===== config.mk =====
export PLATFORM = sky130hd
export DESIGN_NAME = dmem_access_ctrl
export DESIGN_NICKNAME = d
export VERILOG_FILES = /design/src/rtl/dmem_access_ctrl.sv
export SDC_FILE = /design/constraint.sdc
export NUM_CORES = 1
export LEC_CHECK = 0
export CAP_MARGIN = 10
export CORE_MARGIN = 1.5
export CORE_UTILIZATION = 43
export DETAILED_ROUTE_END_ITERATION = 7
export MAX_ROUTING_LAYER = met4
export PLACE_DENSITY_LB_ADDON = 0.08
export SLEW_MARGIN = 20
export SYNTH_ARGS = -nofsm -noshare
export SYNTH_HDL_FRONTEND = slang
export SYNTH_SLANG_ARGS = --single-unit

===== constraint.sdc =====
create_clock -name clk -period 3.45 [get_ports clk]
set_input_delay 0.345 -clock clk [delete_from_list [all_inputs] [get_ports clk]]
set_output_delay 0.345 -clock clk [all_outputs]
set_load 0.02 [all_outputs]

===== src/rtl/dmem_access_ctrl.sv =====
// Multi-cycle data-memory controller between a stallable CPU and a 1-cycle-latency block RAM.
// Define DMEM_ACCESS_CTRL_ERR_EN to trap accesses beyond the RAM instead of wrapping.
module dmem_access_ctrl #(
    parameter int unsigned ADDR_WIDTH = 10,
    parameter logic [31:0] LED_ADDR   = 32'h00002000
) (
    input  logic                  clk,
    input  logic                  reset,
    input  logic                  memread,
    input  logic                  memwrite,
    input  logic [31:0]           addr,
    input  logic [31:0]           write_data,
    input  logic [3:0]            sign_mask,
    output logic [31:0]           read_data,
    output logic                  clk_stall,
    output logic [7:0]            led,
    output logic [ADDR_WIDTH-1:0] ram_addr,
    output logic [31:0]           ram_wdata,
    output logic                  ram_we,
    output logic                  ram_re,
    input  logic [31:0]           ram_rdata,
    output logic                  err
);

    typedef enum logic [2:0] {StIdle, StRead, StLatch, StWrite, StDone} state_e;

    state_e                state;
    logic                  op_store_q;
    logic [1:0]            size_q;
    logic                  sext_q;
    logic [1:0]            lane_q;
    logic [15:0]           wdata_q;

    logic                  is_led;
    logic                  is_req;
    logic                  oor;
    logic [ADDR_WIDTH-1:0] word_idx;
    logic [7:0]            lane_byte;
    logic [15:0]           lane_half;
    logic [31:0]           load_fmt;
    logic [31:0]           merged;
    logic                  unused_sign_mask;

    assign unused_sign_mask = sign_mask[3];

    assign is_led   = (addr == LED_ADDR);
    assign is_req   = memread | memwrite;
    assign word_idx = addr[ADDR_WIDTH+1:2];

`ifdef DMEM_ACCESS_CTRL_ERR_EN
    assign oor = ((addr >> (ADDR_WIDTH + 2)) != 32'd0) && !is_led;
`else
    assign oor = 1'b0;
    assign err = 1'b0;
`endif

    // Lane extraction and sign/zero extension of the word returned by the RAM.
    always_comb begin
        lane_byte = ram_rdata[{lane_q, 3'b000} +: 8];
        lane_half = lane_q[1] ? ram_rdata[31:16] : ram_rdata[15:0];
        load_fmt  = ram_rdata;
        if (size_q == 2'b00) begin
            load_fmt = {{24{sext_q & lane_byte[7]}}, lane_byte};
        end else if (size_q == 2'b01) begin
            load_fmt = {{16{sext_q & lane_half[15]}}, lane_half};
        end
    end

    // Sub-word store data merged over the old RAM word; untouched lanes are kept.
    always_comb begin
        merged = ram_rdata;
        if (size_q == 2'b00) begin
            merged[{lane_q, 3'b000} +: 8] = wdata_q[7:0];
        end else begin
            merged[{lane_q[1], 4'b0000} +: 16] = wdata_q;
        end
    end

    always_ff @(posedge clk or posedge reset) begin
        if (reset) begin
            state      <= StIdle;
            clk_stall  <= 1'b0;
            read_data  <= 32'd0;
            led        <= 8'd0;
            ram_addr   <= '0;
            ram_wdata  <= 32'd0;
            ram_we     <= 1'b0;
            ram_re     <= 1'b0;
            op_store_q <= 1'b0;
            size_q     <= 2'b00;
            sext_q     <= 1'b0;
            lane_q     <= 2'b00;
            wdata_q    <= 16'd0;
`ifdef DMEM_ACCESS_CTRL_ERR_EN
            err        <= 1'b0;
`endif
        end else begin
            case (state)
                StIdle: begin
                    if (is_req) begin
                        op_store_q <= memwrite;
                        size_q     <= sign_mask[1:0];
                        sext_q     <= sign_mask[2];
                        lane_q     <= addr[1:0];
                        wdata_q    <= write_data[15:0];
                        if (is_led) begin
                            state <= StDone;
                            if (memwrite) begin
                                led <= write_data[7:0];
                            end else begin
                                read_data <= {24'd0, led};
                            end
                        end else if (oor) begin
                            state <= StDone;
                            if (!memwrite) begin
                                read_data <= 32'd0;
                            end
`ifdef DMEM_ACCESS_CTRL_ERR_EN
                            err <= 1'b1;
`endif
                        end else if (memwrite && sign_mask[1]) begin
                            state     <= StWrite;
                            ram_addr  <= word_idx;
                            ram_wdata <= write_data;
                            ram_we    <= 1'b1;
                            clk_stall <= 1'b1;
                        end else begin
                            // Loads and sub-word stores both start with a RAM read.
                            state     <= StRead;
                            ram_addr  <= word_idx;
                            ram_re    <= 1'b1;
                            clk_stall <= 1'b1;
                        end
                    end
                end
                StRead: begin
                    state  <= StLatch;
                    ram_re <= 1'b0;
                end
                StLatch: begin
                    if (op_store_q) begin
                        state     <= StWrite;
                        ram_wdata <= merged;
                        ram_we    <= 1'b1;
                    end else begin
                        state     <= StDone;
                        read_data <= load_fmt;
                        clk_stall <= 1'b0;
                    end
                end
                StWrite: begin
                    state     <= StDone;
                    ram_we    <= 1'b0;
                    clk_stall <= 1'b0;
                end
                StDone: begin
                    state <= StIdle;
                end
                default: begin
                    state     <= StIdle;
                    ram_we    <= 1'b0;
                    ram_re    <= 1'b0;
                    clk_stall <= 1'b0;
                end
            endcase
        end
    end

endmodule


==> out/metrics.cfg, run 1 <==
[global_route]
grt_max_degree = 58
grt.total_usage_pct = 27.9
grt_pass1_vias = 5515
grt_overflow = 0
grt_first_pass_wirelength_mm = 30.4
antenna_found_initial = 0

[critical_path]
startpoint_type = flip-flop
end_kind = flip-flop
worstSetupPathType = reg -> reg
cp.required_ns = 3.76
crit_arrival_ns = 3.19
worst-path-max-fanout = 11

[clock_network]
cts_max_path_buffers = 2
cts_buffers = 9
htreeDepth = 3
clock-root-buffer = clkbuf_16
worst_skew_pair.late_latency_ns = 0.37
cts_setup_buffers = 0
cts_hold_buffers = 0
clkSinkCount = 110
cts_tree = done
cts_resized = 0
clkTransAtPathRegs_ns = 0.08

[timing]
final_hold_viol_count = 0
setup_viol = 0
fin_crit_sh_pct = 83.3
layout_setup_ws_ns = 0.575
min_period_ns = 2.87
final.setup.tns_ns = 0
drv_slew = 0
hold_slack_ns = 0.439
fmax_mhz = 348
fin_worst_skew_ns = 0.0122
tightest_slew_ns = 1.04
slew_headroom_pct = 30.1
rsz0062_at_grt = no

[layout]
filler_cell_count = 1225
drive_above_1_share_pct = 18.8
diodes = 0
final_cells = 937
syn_to_final_growth_pct = 37.5
nets = 861
fin_area_sq_um = 8520

[drt]
vias_per_cell = 5.87
drt_wl_total_mm = 20.2
via_count = 5501
drc = 0
ant_nets = 0
wl_per_cell_um = 21.6
dr.pass1.iters = 5
drt-initial-drc-count = 443

[power]
power_switching_w = 0.00340
pwr-share-clk_pct = 13.8
swShare_pct = 42.0
internal_power_w = 0.00470
leakage_nw = 3.55
peakVddDrop_mv = 0.663
power-per-cell-area_nw_per_um2 = 951
pwr-share-comb_pct = 56.5
seq_power_share_pct = 29.7

[floorplan]
io_pins = 190
die_area_sq_um = 15100
start_util_pct = 44.3
core_sq_um = 14000
die_h_um = 123
dieWidth_um = 123
num_rows = 43

[placed_design]
dp_cells = 921
placed_area_sq_um = 8200
io_buffer_count = 187
pre_cts_ws_ns = 0.594
gp_congestion = 0.922
dpl.hpwl_mm = 14.8

[synth]
syn_inst = 586
syn-num-nets = 695
synthesis.area_sq_um = 6190
synth_seq_area_share_pct = 44.4
synth_ff_type = dfrtp_1
synth-async-reset-ratio_pct = 100
ys_ff_latch = 110
synth.distinct_cells = 46
synth_edf_count = 0
yosysWarnings = 0
avgSynthCellArea_sq_um = 10.6

[status]
status = complete, no violations

[hold_path]
holdCritPathClass = in -> async

[job]
maxCapViolCount = 0

[path summary, 6_finish.rpt]
kind | slack [ns] | startpoint | end | cells after the start
setup / recovery | 0.58 | lane_q[1]$_DFFE_PP0P_ | ram_wdata[14]$_DFFE_PP0P_ | 7
hold / removal | 0.44 | reset | wdata_q[13]$_DFFE_PP0P_ | 2
setup reg to reg | 0.58 | lane_q[1]$_DFFE_PP0P_ | ram_wdata[14]$_DFFE_PP0P_ | 7
hold reg to reg | 0.49 | ram_we$_DFFE_PP0P_ | ram_we$_DFFE_PP0P_ | 1
max in group asynchronous | 2.27 | reset | wdata_q[6]$_DFFE_PP0P_ | 3
min in group clk | 0.49 | ram_we$_DFFE_PP0P_ | ram_we$_DFFE_PP0P_ | 1
[registers in the layout, indices dropped and copies added (netlist names)]
name and flops:
read_data 32, op_store_q 1, wdata_q 16, sext_q 1
lane_q 2, state 3, clk_stall 1, ram_re 1
ram_wdata 32, led 8, ram_we 1, size_q 2
ram_addr 10
[per-layer routing]
| layer | global-route usage (%) | routed length (um) | vias to the layer above |
|---|---|---|---|
| li1 | - | - | 2493 |
| met1 | 36.7 | 8760 | 2701 |
| met2 | 42.8 | 9410 | 266 |
| met3 | 6.18 | 1630 | 41 |
| met4 | 9.55 | 428 | 0 |
| met5 | - | 0 | - |
[critical path, cell delays in order, from the launching register on]
cell,delay (ns)
dfrtp_1,0.39
clkinv_1,0.31
ha_1,0.49
nand2_1,0.06
nor3_1,0.79
a221oi_1,0.19
o21ai_0,0.37
mux2_4,0.21
[cells in the final DEF, fill, tap and decap left out, types with 3 or more instances in the layout]
master,instances
inv_8,3
dfrtp_1,110
clkbuf_16,9
nor2_1,49
o22ai_1,10
a221oi_1,39
clkdlybuf4s50_1,187
mux4_2,6
buf_4,10
a22o_1,7
inv_1,27
nor4_1,7
a21oi_1,30
mux2_2,71
nand2_1,53
o2111ai_1,8
ha_1,5
o21ai_0,53
mux2_4,29
[layout make-up]
class	instances	area [sq um]	area share, %
well taps	180	225	2.64
multi-input cells	403	3140	36.9
clock buffers	9	225	2.64
clock inverters	7	87.6	1.03
repair buffers	198	1970	23.1
flip-flops and latches	110	2750	32.3
inverters	30	115	1.35
[kinds of logic (layout without fill, tap and decap cells)]
logic type | after synthesis | after routing | share of synthesized area (%)
flip-flops | 110 | 110 | 44.4
other | 1 | 1 | 0.0605
AND/OR/NAND/NOR | 127 | 127 | 8.83
buffers and inverters | 73 | 244 | 5.17
multiplexers | 108 | 108 | 23.0
AO/OA/AOI/OAI | 162 | 162 | 17.5
adder cells (fa/ha/maj) | 5 | 5 | 1.01
[cell usage after synthesis (2+ instances only)]
cell	count	area [sq um]
a2111oi_0	2	17.5
a21oi_1	30	150
a221oi_1	39	342
a22o_1	8	70.1
a22oi_1	2	15.0
a41o_1	2	20.0
buf_1	2	7.51
buf_2	10	50.1
buf_6	4	45.0
clkbuf_1	26	97.6
clkinv_1	2	7.51
dfrtp_1	110	2750
ha_1	5	62.6
inv_1	28	105
mux2_2	71	800
mux2_4	29	435
mux4_1	2	52.6
mux4_2	6	135
nand2_1	53	199
nand2b_1	2	12.5
nand4_1	2	12.5
nor2_1	49	184
nor2b_1	2	12.5
nor3_1	2	10.0
nor4_1	8	50.1
o2111ai_1	8	70.1
o21a_1	2	15.0
o21ai_0	53	265
o22ai_1	10	62.6
[power groups by stage]
stage	Sequential, W	Clock (W)	Combinational, W
6_report	0.00241	0.00112	0.00457
5_1_grt	0.00248	0.00119	0.00490
4_1_cts	0.00240	0.00114	0.00457
3_5_place_dp	0.00242	0	0.00454
3_3_place_gp	0.00239	0	0.00446
2_1_floorplan	0.00277	0	0.00250
[metrics by stage]
step                      total power (W)  utilization (%)
after floorplan                   0.00526                -
after global placement            0.00685             58.6
after detailed placement          0.00696             58.6
after CTS                         0.00811             60.9
after global routing              0.00857             60.9
final                             0.00810             60.9
No activity file was read; power rests on OpenSTA's default activity.
==> run 2, diff against run 1 <==
==> constraint.sdc (replaced) <==
create_clock -name clk -period 2.4 [get_ports clk]
set_input_delay 0.24 -clock clk [delete_from_list [all_inputs] [get_ports clk]]
set_output_delay 0.24 -clock clk [all_outputs]
set_load 0.02 [all_outputs]
==> run 2 against run 1 <==
Non-clock buffer count up 24. Final area is 2.8% higher. Via count increased by 1.7%. Critical path type unchanged. Largest cell class unchanged.
==> out/metrics.cfg, run 2 (synthesis results as in run 1) <==
[status]
status = complete, no violations

[clock_network]
htreeDepth = 3
clkTransAtPathRegs_ns = 0.08
cts_setup_buffers = 0
cts_max_path_buffers = 2
clkSinkCount = 110
worst_skew_pair.late_latency_ns = 0.36
clock-root-buffer = clkbuf_16
cts_tree = done
cts_buffers = 9
cts_resized = 1
cts_hold_buffers = 0

[layout]
final_cell_mix = clkdlybuf4s50_1 (187), dfrtp_1 (110), mux2_2 (71)
syn_to_final_growth_pct = 41.3
final_cells = 961
nets = 885
fin_area_sq_um = 8750
layout_commonest_cell = clkdlybuf4s50_1
top_regs = ram_wdata x32, read_data x32, wdata_q x16
diodes = 0
drive_above_1_share_pct = 21.1

[floorplan]
die_area_sq_um = 15100
io_pins = 190
die_h_um = 123
core_sq_um = 14000
dieWidth_um = 123
start_util_pct = 44.3
num_rows = 43

[power]
power.total_w = 0.0118
power-per-cell-area_nw_per_um2 = 1350
peakVddDrop_mv = 0.649
leakage_nw = 3.69

[critical_path]
worstSetupPathType = reg -> reg
crit_path_cell_trace = clkinv_1, ha_1, nand2_1, nor3_2, a221oi_1, o21ai_0, mux2_4
crit_arrival_ns = 2.62
cpPeakStageDelay_ns = 0.49
slowest_stage = nor3_2
startpoint_type = flip-flop
worst-path-max-fanout = 8
cp.required_ns = 2.71
ff2ff_setup_slack_ns = 0.09
end_kind = flip-flop

[timing]
min_period_ns = 2.31
layout_setup_ws_ns = 0.0860
fin_crit_sh_pct = 96.4
slew_headroom_pct = 48.4
fin_worst_skew_ns = 0.0102
final_hold_viol_count = 0
rsz0062_at_grt = yes
fmax_mhz = 432
tightest_slew_ns = 0.773
setup_viol = 0
drv_slew = 0
hold_slack_ns = 0.298

[global_route]
grt_pass1_vias = 5715
grt.total_usage_pct = 28.2
grt_overflow = 0
grt_first_pass_wirelength_mm = 31.4
antenna_found_initial = 0
grt_max_degree = 51

[drt]
via_count = 5593
drt_wl_total_mm = 20.1
ant_nets = 0
dr.pass1.iters = 5
drc = 0
drt-initial-drc-count = 411
vias_per_cell = 5.82
wl_per_cell_um = 20.9

[placed_design]
dpl.hpwl_mm = 15.1
placed_area_sq_um = 8450
gp_congestion = 0.938
dp_cells = 945
pre_cts_ws_ns = -0.187
io_buffer_count = 187

[hold_path]
holdCritPathClass = in -> async

[job]
maxCapViolCount = 0

## run 2: metrics by stage
step / TNS (ns) / utilization [%]
final: 0 / 62.6
after global routing: -0.0571 / 62.6
after CTS: 0 / 62.6
after detailed placement: -1.52 / 60.4
after global placement: -0.104 / 60.4
after floorplan: 0 / -
## run 2: critical path, delay by kind of cell (launching register included)
kind	cells	cell delay (ns)
buf+inv	1	0.15
fa+ha+maj	1	0.39
mux	1	0.22
flops	1	0.35
simple gates	2	0.57
compound gates	2	0.57
## run 2: final cells by class
| cell class | instances | area (sq um) |
|---|---|---|
| inverter | 30 | 116 |
| sequential | 110 | 2750 |
| clock inverter | 6 | 66.3 |
| clock buffer | 10 | 229 |
| multi-input combinational | 403 | 3140 |
| tap | 180 | 225 |
| fill | 1146 | 5240 |
| timing repair buffer | 222 | 2220 |
## run 2: final timing paths
path	from	end	cells past startpoint
max	lane_q[1]$_DFFE_PP0P_	ram_wdata[8]$_DFFE_PP0P_	7
min	reset	read_data[10]$_DFFE_PP0P_	2
max reg2reg	lane_q[1]$_DFFE_PP0P_	ram_wdata[8]$_DFFE_PP0P_	7
min reg2reg	ram_we$_DFFE_PP0P_	ram_we$_DFFE_PP0P_	1
max in group asynchronous	reset	ram_wdata[7]$_DFFE_PP0P_	3
min in group clk	ram_we$_DFFE_PP0P_	ram_we$_DFFE_PP0P_	1
## run 2: power breakdown
part / switching, W / total (W) / internal, W
sequential: 0.000685 / 0.00339 / 0.00271
combinational: 0.00347 / 0.00687 / 0.00340
clock: 0.000729 / 0.00155 / 0.000819
## run 2: routing by layer
metal	vias to the layer above	part of all wire, %	track usage [%]
met3	41	7.3	4.29
met1	2749	44	37.8
li1	2543	-	-
met2	260	47	43.7
met5	-	0	-
met4	0	2.5	10.1
==> run 3, diff against run 2 <==
==> constraint.sdc (replaced) <==
create_clock -name clk -period 1.86 [get_ports clk]
set_input_delay 0.186 -clock clk [delete_from_list [all_inputs] [get_ports clk]]
set_output_delay 0.186 -clock clk [all_outputs]
set_load 0.02 [all_outputs]
==> run 3 against run 2 <==
The run now ends with negative setup slack left. Die area unchanged. Sequential cell count unchanged. Setup slack lost 0.28 ns. Routed wire length is 9.8% higher. Critical path depth did not move. Critical endpoint is now ram_wdata[23]$_DFFE_PP0P_. Largest cell class unchanged. Largest power group unchanged.
==> out/metrics.cfg, run 3 (synthesis results as in run 1) <==
[layout]
filler_cell_count = 1001
syn_to_final_growth_pct = 63.0
nets = 938
drive_above_1_share_pct = 38.4
final_cell_mix = clkdlybuf4s50_1 (156), dfrtp_1 (107), buf_4 (61)
final_cells = 1014
top_regs = ram_wdata x32, read_data x32, wdata_q x16
diodes = 0
layout_commonest_cell = clkdlybuf4s50_1

[global_route]
grt_overflow = 0
grt_first_pass_wirelength_mm = 33.0
antenna_found_initial = 0
grt_pass1_vias = 5965
grt.total_usage_pct = 29.7
grt_max_degree = 56

[floorplan]
num_rows = 43
die_h_um = 123
start_util_pct = 44.3
io_pins = 190
die_area_sq_um = 15100
core_sq_um = 14000
dieWidth_um = 123

[placed_design]
pre_cts_ws_ns = -0.561
io_buffer_count = 187
dpl.hpwl_mm = 15.3
dp_cells = 982
gp_congestion = 1.02

[timing]
fin_crit_sh_pct = 111
drv_slew = 0
layout_setup_ws_ns = -0.197
rsz0062_at_grt = yes
hold_slack_ns = 0.0781
slew_headroom_pct = 49.7
fmax_mhz = 486
min_period_ns = 2.06
final_hold_viol_count = 0
fin_worst_skew_ns = 0.00927
setup_viol = 49
tightest_slew_ns = 0.755

[clock_network]
htreeDepth = 3
worst_skew_pair.late_latency_ns = 0.36
cts_hold_buffers = 0
clkSinkCount = 110
cts_tree = done
clock-root-buffer = clkbuf_16
clkTransAtPathRegs_ns = 0.08
cts_buffers = 9
cts_max_path_buffers = 2

[power]
internal_power_w = 0.0103
pwr-share-clk_pct = 10.9
seq_power_share_pct = 25.3
leakage_nw = 4.22
pwr-share-comb_pct = 63.8
power_switching_w = 0.00768
power-per-cell-area_nw_per_um2 = 1780
swShare_pct = 42.8
peakVddDrop_mv = 1.02

[critical_path]
crit_arrival_ns = 2.30
cpPeakStageDelay_ns = 0.40
startpoint_type = flip-flop
worstSetupPathType = reg -> reg
slowest_stage = dfrtp_1
cp.required_ns = 2.10
worst-path-max-fanout = 8
path_delay_family = compound AO/OA/AOI/OAI gates
crit_path_cell_trace = buf_6, clkinvlp_4, ha_2, a41o_4, a221oi_4, nor2_1, mux2_4
crit_buf_inv = 2
end_kind = flip-flop

[drt]
drt_wl_total_mm = 22.0
wl_per_cell_um = 21.7
ant_nets = 0
dr.pass1.iters = 4
via_count = 5881
vias_per_cell = 5.80
drt-initial-drc-count = 410
drc = 0

[status]
status = complete, but fails checks
violations = negative setup slack

[job]
maxCapViolCount = 0

[hold_path]
holdCritPathClass = in -> async

-- run 3: cell count changes in the layout (fill, tap and decap cells not counted), moves of 22 or more --
cell             before  now
clkdlybuf4s50_1     187  156
a221oi_2              0   31
buf_4                28   61
dlygate4sd2_1         0   24
a221oi_1             39    1
a21oi_1              30    6
mux2_4               29   51
mux2_2               71   49
-- run 3: timing repair --
| item | CTS | global route |
|---|---|---|
| buffers inserted | 11 | 4 |
| hold endpoints to repair | 0 | 0 |
| setup endpoints to repair | 83 | 64 |
| resized for setup | 125 | 89 |
| pin swaps | 54 | 31 |
| gates cloned | 4 | 1 |
-- run 3: cell type report --
cell class	instances	area, sq um	area share, %
repair buffers	275	2790	27.7
flip-flops and latches	110	2760	27.3
clock inverters	6	62.6	0.620
multi-input cells	403	3900	38.6
clock buffers	10	239	2.37
inverters	30	121	1.20
well taps	180	225	2.23
-- run 3: power by group through the flow --
stage          sequential, W  clock (W)  combinational (W)
2_1_floorplan        0.00514          0            0.00478
6_report             0.00454    0.00196             0.0115
3_3_place_gp         0.00437          0            0.00925
3_5_place_dp         0.00441          0            0.00939
4_1_cts              0.00446    0.00198             0.0106
5_1_grt              0.00467    0.00209             0.0121
-- run 3: path summary, 6_finish.rpt --
path	slack [ns]	from	cells after the start	endpoint
worst max-delay path	-0.20	lane_q[0]$_DFFE_PP0P_	7	ram_wdata[23]$_DFFE_PP0P_
worst min-delay path	0.08	reset	2	ram_wdata[13]$_DFFE_PP0P_
worst max register to register	-0.20	lane_q[0]$_DFFE_PP0P_	7	ram_wdata[23]$_DFFE_PP0P_
worst min register to register	0.50	ram_we$_DFFE_PP0P_	1	ram_we$_DFFE_PP0P_
max in group asynchronous	1.26	reset	3	lane_q[1]$_DFFE_PP0P_
min in group clk	0.21	addr[4]	2	ram_addr[2]$_DFFE_PP0P_
-- run 3: stage by stage --
stage	cell area, sq um	utilization [%]	power (W)	TNS [ns]
2_1_floorplan	6250	-	0.00992	-6.15
6_report	10100	72.2	0.0180	-6.72
5_1_grt	10100	72.2	0.0189	-10.43
4_1_cts	9700	69.4	0.0170	-3.92
3_5_place_dp	8820	63.1	0.0138	-44.38
3_3_place_gp	8820	63.1	0.0136	-44.03
-- run 3: metal layers --
metal / vias to the layer above / part of all wire (%) / GRT usage [%]
met1: 2861 / 42 / 38.9
met2: 318 / 46 / 45.3
met5: - / 0 / -
met4: 0 / 2.9 / 11.4
li1: 2651 / - / -
met3: 51 / 8.4 / 6.55
-- run 3: worst register-to-register path: cells and delay by family, from the launching register on --
kind,cells,cell delay (ns)
AO/OA/AOI/OAI,2,0.69
AND/OR/NAND/NOR,1,0.08
buffers and inverters,2,0.26
flip-flops,1,0.40
adder cells (fa/ha/maj),1,0.26
multiplexers,1,0.26
